File: src/rtl/spi_transmitter_synchronous.sv
// SPI slave transmitter running entirely on the system clock. ss/sclk are oversampled
// and edge-detected; a holding register lets the host queue the next word mid-transfer.
module spi_transmitter_synchronous #(
    parameter int bitcount      = 16,
    parameter int ss_polarity   = 0,
    parameter int sclk_polarity = 1,
    parameter int sclk_phase    = 1,
    parameter int msb_first     = 1,
    parameter int sync_stages   = 2,
    parameter int idle_sdo      = 0
) (
    input  logic                clock,
    input  logic                reset,
    input  logic                ss,
    input  logic                sclk,
    output logic                sdo,
    input  logic [bitcount-1:0] data,
    input  logic                load,
    output logic                ready,
    output logic                complete,
    output logic                aborted,
    output logic                underrun
);

    localparam int   CW       = $clog2(bitcount + 1);
    localparam int   WW       = $clog2(sync_stages + 2);
    localparam logic SS_IDLE  = (ss_polarity == 0);
    localparam logic CPOL     = (sclk_polarity != 0);
    localparam logic CPHA     = (sclk_phase != 0);
    localparam logic IDLE_SDO = (idle_sdo != 0);
    localparam logic [WW-1:0] WAIT_MAX = WW'(sync_stages + 1);
    localparam logic [CW-1:0] LAST_BIT = CW'(bitcount - 1);
    localparam logic [CW-1:0] ALL_BITS = CW'(bitcount);

    typedef enum logic [1:0] {WAIT_IDLE, IDLE, SHIFT, DONE} state_t;

    state_t                state;
    logic [sync_stages-1:0] ss_sync, sclk_sync;
    logic                  ss_hist, sclk_hist;
    logic                  load_q;
    logic [bitcount-1:0]   hold, sreg, next_word;
    logic [CW-1:0]         ncnt, scnt;
    logic [WW-1:0]         wcnt;

    logic ss_on, ss_was, ss_rise;
    logic sclk_now, sclk_lead, sclk_trail, drive_edge, sample_edge;
    logic load_edge;

    always_ff @(posedge clock) begin
        if (reset) begin
            ss_sync   <= {sync_stages{SS_IDLE}};
            sclk_sync <= {sync_stages{CPOL}};
            ss_hist   <= SS_IDLE;
            sclk_hist <= CPOL;
        end else begin
            ss_sync   <= {ss_sync[sync_stages-2:0], ss};
            sclk_sync <= {sclk_sync[sync_stages-2:0], sclk};
            ss_hist   <= ss_sync[sync_stages-1];
            sclk_hist <= sclk_sync[sync_stages-1];
        end
    end

    assign ss_on       = (ss_sync[sync_stages-1] != SS_IDLE);
    assign ss_was      = (ss_hist != SS_IDLE);
    assign ss_rise     = ss_on & ~ss_was;
    assign sclk_now    = sclk_sync[sync_stages-1];
    assign sclk_lead   = (sclk_hist == CPOL) && (sclk_now != CPOL);
    assign sclk_trail  = (sclk_hist != CPOL) && (sclk_now == CPOL);
    assign drive_edge  = CPHA ? sclk_lead : sclk_trail;
    assign sample_edge = CPHA ? sclk_trail : sclk_lead;
    assign load_edge   = load & ~load_q;

    // n-th bit on the wire, honouring transmit order
    function automatic logic bit_at(input logic [bitcount-1:0] w, input logic [CW-1:0] n);
        logic [CW-1:0]       i;
        logic [bitcount-1:0] t;
        i = (msb_first != 0) ? (LAST_BIT - n) : n;
        t = w >> i;
        return t[0];
    endfunction

    // A load coinciding with ss assertion bypasses the holding register
    always_comb begin
        next_word = sreg;
        if (load_edge)   next_word = data;
        else if (!ready) next_word = hold;
    end

    always_ff @(posedge clock) begin
        if (reset) begin
            state    <= WAIT_IDLE;
            hold     <= '0;
            sreg     <= '0;
            ready    <= 1'b1;
            sdo      <= IDLE_SDO;
            complete <= 1'b0;
            aborted  <= 1'b0;
            underrun <= 1'b0;
            load_q   <= 1'b0;
            ncnt     <= '0;
            scnt     <= '0;
            wcnt     <= '0;
        end else begin
            complete <= 1'b0;
            aborted  <= 1'b0;
            underrun <= 1'b0;
            load_q   <= load;
            if (load_edge) begin
                hold  <= data;
                ready <= 1'b0;
            end
            case (state)
                WAIT_IDLE: begin
                    // let the synchronisers fill with real pin levels before trusting them
                    if (wcnt != WAIT_MAX) wcnt  <= wcnt + 1'b1;
                    else if (!ss_on)      state <= IDLE;
                end
                IDLE: begin
                    sdo <= IDLE_SDO;
                    if (ss_rise) begin
                        state    <= SHIFT;
                        sreg     <= next_word;
                        ready    <= 1'b1;
                        underrun <= ~load_edge & ready;
                        scnt     <= '0;
                        if (!CPHA) begin
                            sdo  <= bit_at(next_word, '0);
                            ncnt <= CW'(1);
                        end else begin
                            ncnt <= '0;
                        end
                    end
                end
                SHIFT: begin
                    if (!ss_on) begin
                        aborted <= 1'b1;
                        sdo     <= IDLE_SDO;
                        state   <= IDLE;
                    end else begin
                        if (drive_edge && ncnt != ALL_BITS) begin
                            sdo  <= bit_at(sreg, ncnt);
                            ncnt <= ncnt + 1'b1;
                        end
                        if (sample_edge) begin
                            scnt <= scnt + 1'b1;
                            if (scnt == LAST_BIT) begin
                                complete <= 1'b1;
                                state    <= DONE;
                            end
                        end
                    end
                end
                DONE: begin
                    if (!ss_on) begin
                        sdo   <= IDLE_SDO;
                        state <= IDLE;
                    end
                end
                default: state <= WAIT_IDLE;
            endcase
        end
    end

endmodule

File: config.mk
export PLATFORM = sky130hd
export DESIGN_NAME = spi_transmitter_synchronous
export DESIGN_NICKNAME = d
export VERILOG_FILES = /design/src/rtl/spi_transmitter_synchronous.sv
export SDC_FILE = /design/constraint.sdc
export NUM_CORES = 1
export LEC_CHECK = 0
export CAP_MARGIN = 10
export CORE_MARGIN = 8
export CORE_UTILIZATION = 51
export CTS_BUF_LIST = sky130_fd_sc_hd__clkbuf_4 sky130_fd_sc_hd__clkbuf_8
export DETAILED_ROUTE_END_ITERATION = 8
export PLACE_DENSITY_LB_ADDON = 0.2
export SYNTH_ARGS = -nofsm -noshare
export SYNTH_HDL_FRONTEND = slang
export SYNTH_SLANG_ARGS = --single-unit
File: constraint.sdc
create_clock -name clock -period 1.92 [get_ports clock]
set_input_delay 0.384 -clock clock [delete_from_list [all_inputs] [get_ports clock]]
set_output_delay 0.384 -clock clock [all_outputs]
set_load 0.005 [all_outputs]
==> impl_metrics.tcl <==
set metrics [dict create \
    outcome "completed" \
    final_max_slew_viol_count 0 \
    fin_setup_tns_ns 0 \
    drc 0 \
    htree_levels 3 \
    ys_seq_area_share_pct 46.24 \
    use_met3_pct 6.427 \
    holdPathEnd "sclk_sync[1]$_SDFF_PP1_" \
    grt_pass1_wl_um 8169 \
    multi_input_comb_area_um2 1225 \
    clk_latency_ns 0.33 \
    hp-class "reg -> reg" \
    p_total_mw 2.656 \
    hold_viol 0 \
    fin_crit_sh_pct 94.19 \
    grtUsageMet1_pct 15.08 \
    cts_tree "yes" \
    hpwl_um 3229 \
    netlist_area_um2 2511 \
    synth_fp_nets 282 \
    r2r_start "scnt[0]$_SDFFE_PP0P_" \
    drt_iter0_markers 77 \
    wl_per_cell_um 13.04 \
    cts_num_sinks 58 \
    seqPwrFrac_pct 49.1 \
    cap_violations 0 \
    dp_slack_ns 0.01996 \
    rows 25 \
    die_w_um 86.17 \
    hold_start "sclk_sync[0]$_SDFF_PP1_" \
    grtUsageMet2_pct 22.81 \
    antenna_found_initial 0 \
    postSynth.asyncResetShare_pct 0 \
    syn_inst 251 \
    num_vias 1781 \
    port_buffers 25 \
    p_sw_uw 654.2 \
    synth_ff_type "dfxtp_1" \
    clkSlewWorstSetupHoldPaths_ns 0.06 \
    ir_worst_vdd_v 0.0006280 \
    fin_crit_ns 1.808 \
    switching_share_pct 24.64 \
    grt_use_total_pct 13.90 \
    grt_pass1_vias 1878 \
    pwr-share-comb_pct 14.2 \
    synth.ff_latch_count 58 \
    firstDrtPassIters 4 \
    reg2reg_slack_ns 0.11 \
    grt_overflow_total 0 \
    synth_cell_types 38 \
    ys_warn_count 0 \
    clkPwrFrac_pct 36.7 \
    layout-drive-gt1-share_pct 17.67 \
    tightest_slew_ns 0.4331 \
    fmax_ghz 0.5530 \
    fin_worst_skew_ns 0.004044 \
    core_area_um2 4723 \
    fp.dieH_um 86.17 \
    cp-end-kind "flip-flop" \
    dieArea_um2 7425 \
    start_util_pct 53.17 \
    boundaryPins 26 \
    worst-setup-path-type "reg -> reg" \
    cts_buffers 9 \
    leakage_nw 1.133 \
    vias_per_cell 5.089 \
    fillerInstances 393 \
    power_density_nw_per_um2 889.2 \
    cp_max_fo 4 \
    gr-max-usage-layer "met2" \
    required_ns 2.18 \
    gp_congestion 0.7930 \
    worstReg2RegEnd "state[1]$_SDFFE_PP0P_" \
    antenna_left 0 \
    slew_headroom_pct 70.93 \
    reg2reg_depth 8 \
    rsz0062_at_grt "no" \
    hold_depth 1 \
    synth_area_per_cell_um2 10.00 \
    layout_setup_ws_ns 0.1116 \
    internal-power_mw 2.001 \
    diodes 0 \
    root_buffer "clkbuf_8" \
    layout.cells.non_filler 350 \
    cp_data_arrival_time_ns 2.07 \
    numPlacedInstances 335 \
    nets 310 \
    cp-start-kind "flip-flop" \
    area_growth_pct 18.93 \
    clock_path_buffers 2 \
    detail_route.wirelength_um 4563 \
    ff_latch_area_um2 1161 \
    synth_edf_count 0 \
    post_cts_buffers 0 \
    grt_max_degree 33 \
    setup_viol 0 \
]
power by group through the flow:
stage / clock network [mW] / logic [mW] / registers (mW)
2_1_floorplan: 0 / 0.280 / 1.32
4_1_cts: 1.01 / 0.378 / 1.30
5_1_grt: 1.07 / 0.421 / 1.31
3_5_place_dp: 0 / 0.376 / 1.33
6_report: 0.974 / 0.378 / 1.30
3_3_place_gp: 0 / 0.365 / 1.33
how the worst max path moves through the flow:
stage                                       end             startpoint  slack (ns)  cells after the start
after floorplan           state[0]$_SDFFE_PP0P_   scnt[0]$_SDFFE_PP0P_        0.26                      8
after global placement     sreg[4]$_SDFFE_PP0P_                   load        0.07                      5
after detailed placement   sreg[2]$_SDFFE_PP0P_                   load        0.02                      7
after CTS                 state[0]$_SDFFE_PP0P_   scnt[0]$_SDFFE_PP0P_        0.09                      8
after global routing       ncnt[0]$_SDFFE_PP0P_  state[1]$_SDFFE_PP0P_       0.009                      7
final                     state[1]$_SDFFE_PP0P_   scnt[0]$_SDFFE_PP0P_        0.11                      8
repair_timing:
item                       CTS  global route
setup endpoints to repair    0             2
gates resized for setup      0             1
hold buffers                 0             0
cells in the final DEF, fill, tap and decap left out, types with 2 or more instances in the layout:
cell type        count
dfxtp_1             58
nor2_1              51
clkdlybuf4s50_1     24
mux2i_1             23
a211oi_2            14
inv_1               10
ha_1                10
a21oi_1              9
clkbuf_8             9
nand3_1              6
clkbuf_4             6
buf_4                6
xor2_1               5
or2_2                5
nor2b_1              4
nand2_1              4
and3_1               3
nand2b_1             3
a211oi_1             3
nor3_1               3
nor2b_2              2
o21ai_1              2
a31oi_1              2
nand3b_1             2
nand4_1              2
mux4_2               2
state kept, by name, summed over array words and instances (netlist names), 2 cells and up:
name and flops:
hold 16, ncnt 5, sclk_sync 2, scnt 5, sreg 16, ss_sync 2
state 2, wcnt 2
critical path, stage by stage, from the launching register on:
cell      delay, ns
dfxtp_1        0.37
ha_1           0.18
and3_1         0.16
ha_1           0.14
nand3b_1       0.11
a21oi_1        0.20
o21ai_2        0.09
or3b_1         0.35
a21oi_1        0.13
Yosys cell counts (2+ instances only):
library cell / n / area [um2]
dfxtp_1: 58 / 1161
nor2_1: 51 / 191.4
mux2i_1: 23 / 230.2
a211oi_2: 14 / 175.2
ha_1: 10 / 125.1
inv_1: 10 / 37.54
a21oi_1: 9 / 45.04
clkbuf_1: 6 / 22.52
nand3_1: 6 / 30.03
nor2b_1: 5 / 31.28
or2_2: 5 / 31.28
xor2_1: 5 / 43.79
nand2_1: 4 / 15.01
a211oi_1: 3 / 22.52
and3_1: 3 / 18.77
buf_2: 3 / 15.01
buf_4: 3 / 22.52
buf_6: 3 / 33.78
nand2b_1: 3 / 18.77
nor3_1: 3 / 15.01
o21ai_1: 3 / 15.01
a31oi_1: 2 / 12.51
mux4_2: 2 / 45.04
nand3b_1: 2 / 15.01
nand4_1: 2 / 12.51
routing by layer:
| layer | wire length (um) | up-vias |
|---|---|---|
| li1 | - | 908 |
| met3 | 222 | 6 |
| met5 | 0 | - |
| met1 | 2103 | 839 |
| met2 | 2179 | 28 |
| met4 | 58 | 0 |
kinds of logic after synthesis:
family                     share of synthesized area (%)
AOI/OAI and AO/OA                                  12.76
xor gates and xnor gates                           2.093
adders and majority gates                          4.983
buffers and inverters                              5.231
DFF                                                46.24
muxes                                              11.41
and+or+nand+nor                                    17.29
cell type report:
cell class              instances  share of cell area (%)
inverters                      10                   1.257
repair buffers                 32                   10.39
well taps                      67                   2.807
multi-input cells             168                   41.01
clock buffers                  15                   5.656
flip-flops and latches         58                   38.88
metrics by stage:
stage	hold WS (ns)	util (%)	instance area, um2
after floorplan	0.3895	-	2511
after global placement	0.3930	59.58	2814
after detailed placement	0.3964	59.58	2814
after CTS	0.4102	63.15	2983
after global routing	0.4326	63.23	2987
final	0.4068	63.23	2987
Power figures use the tool's default switching activity.
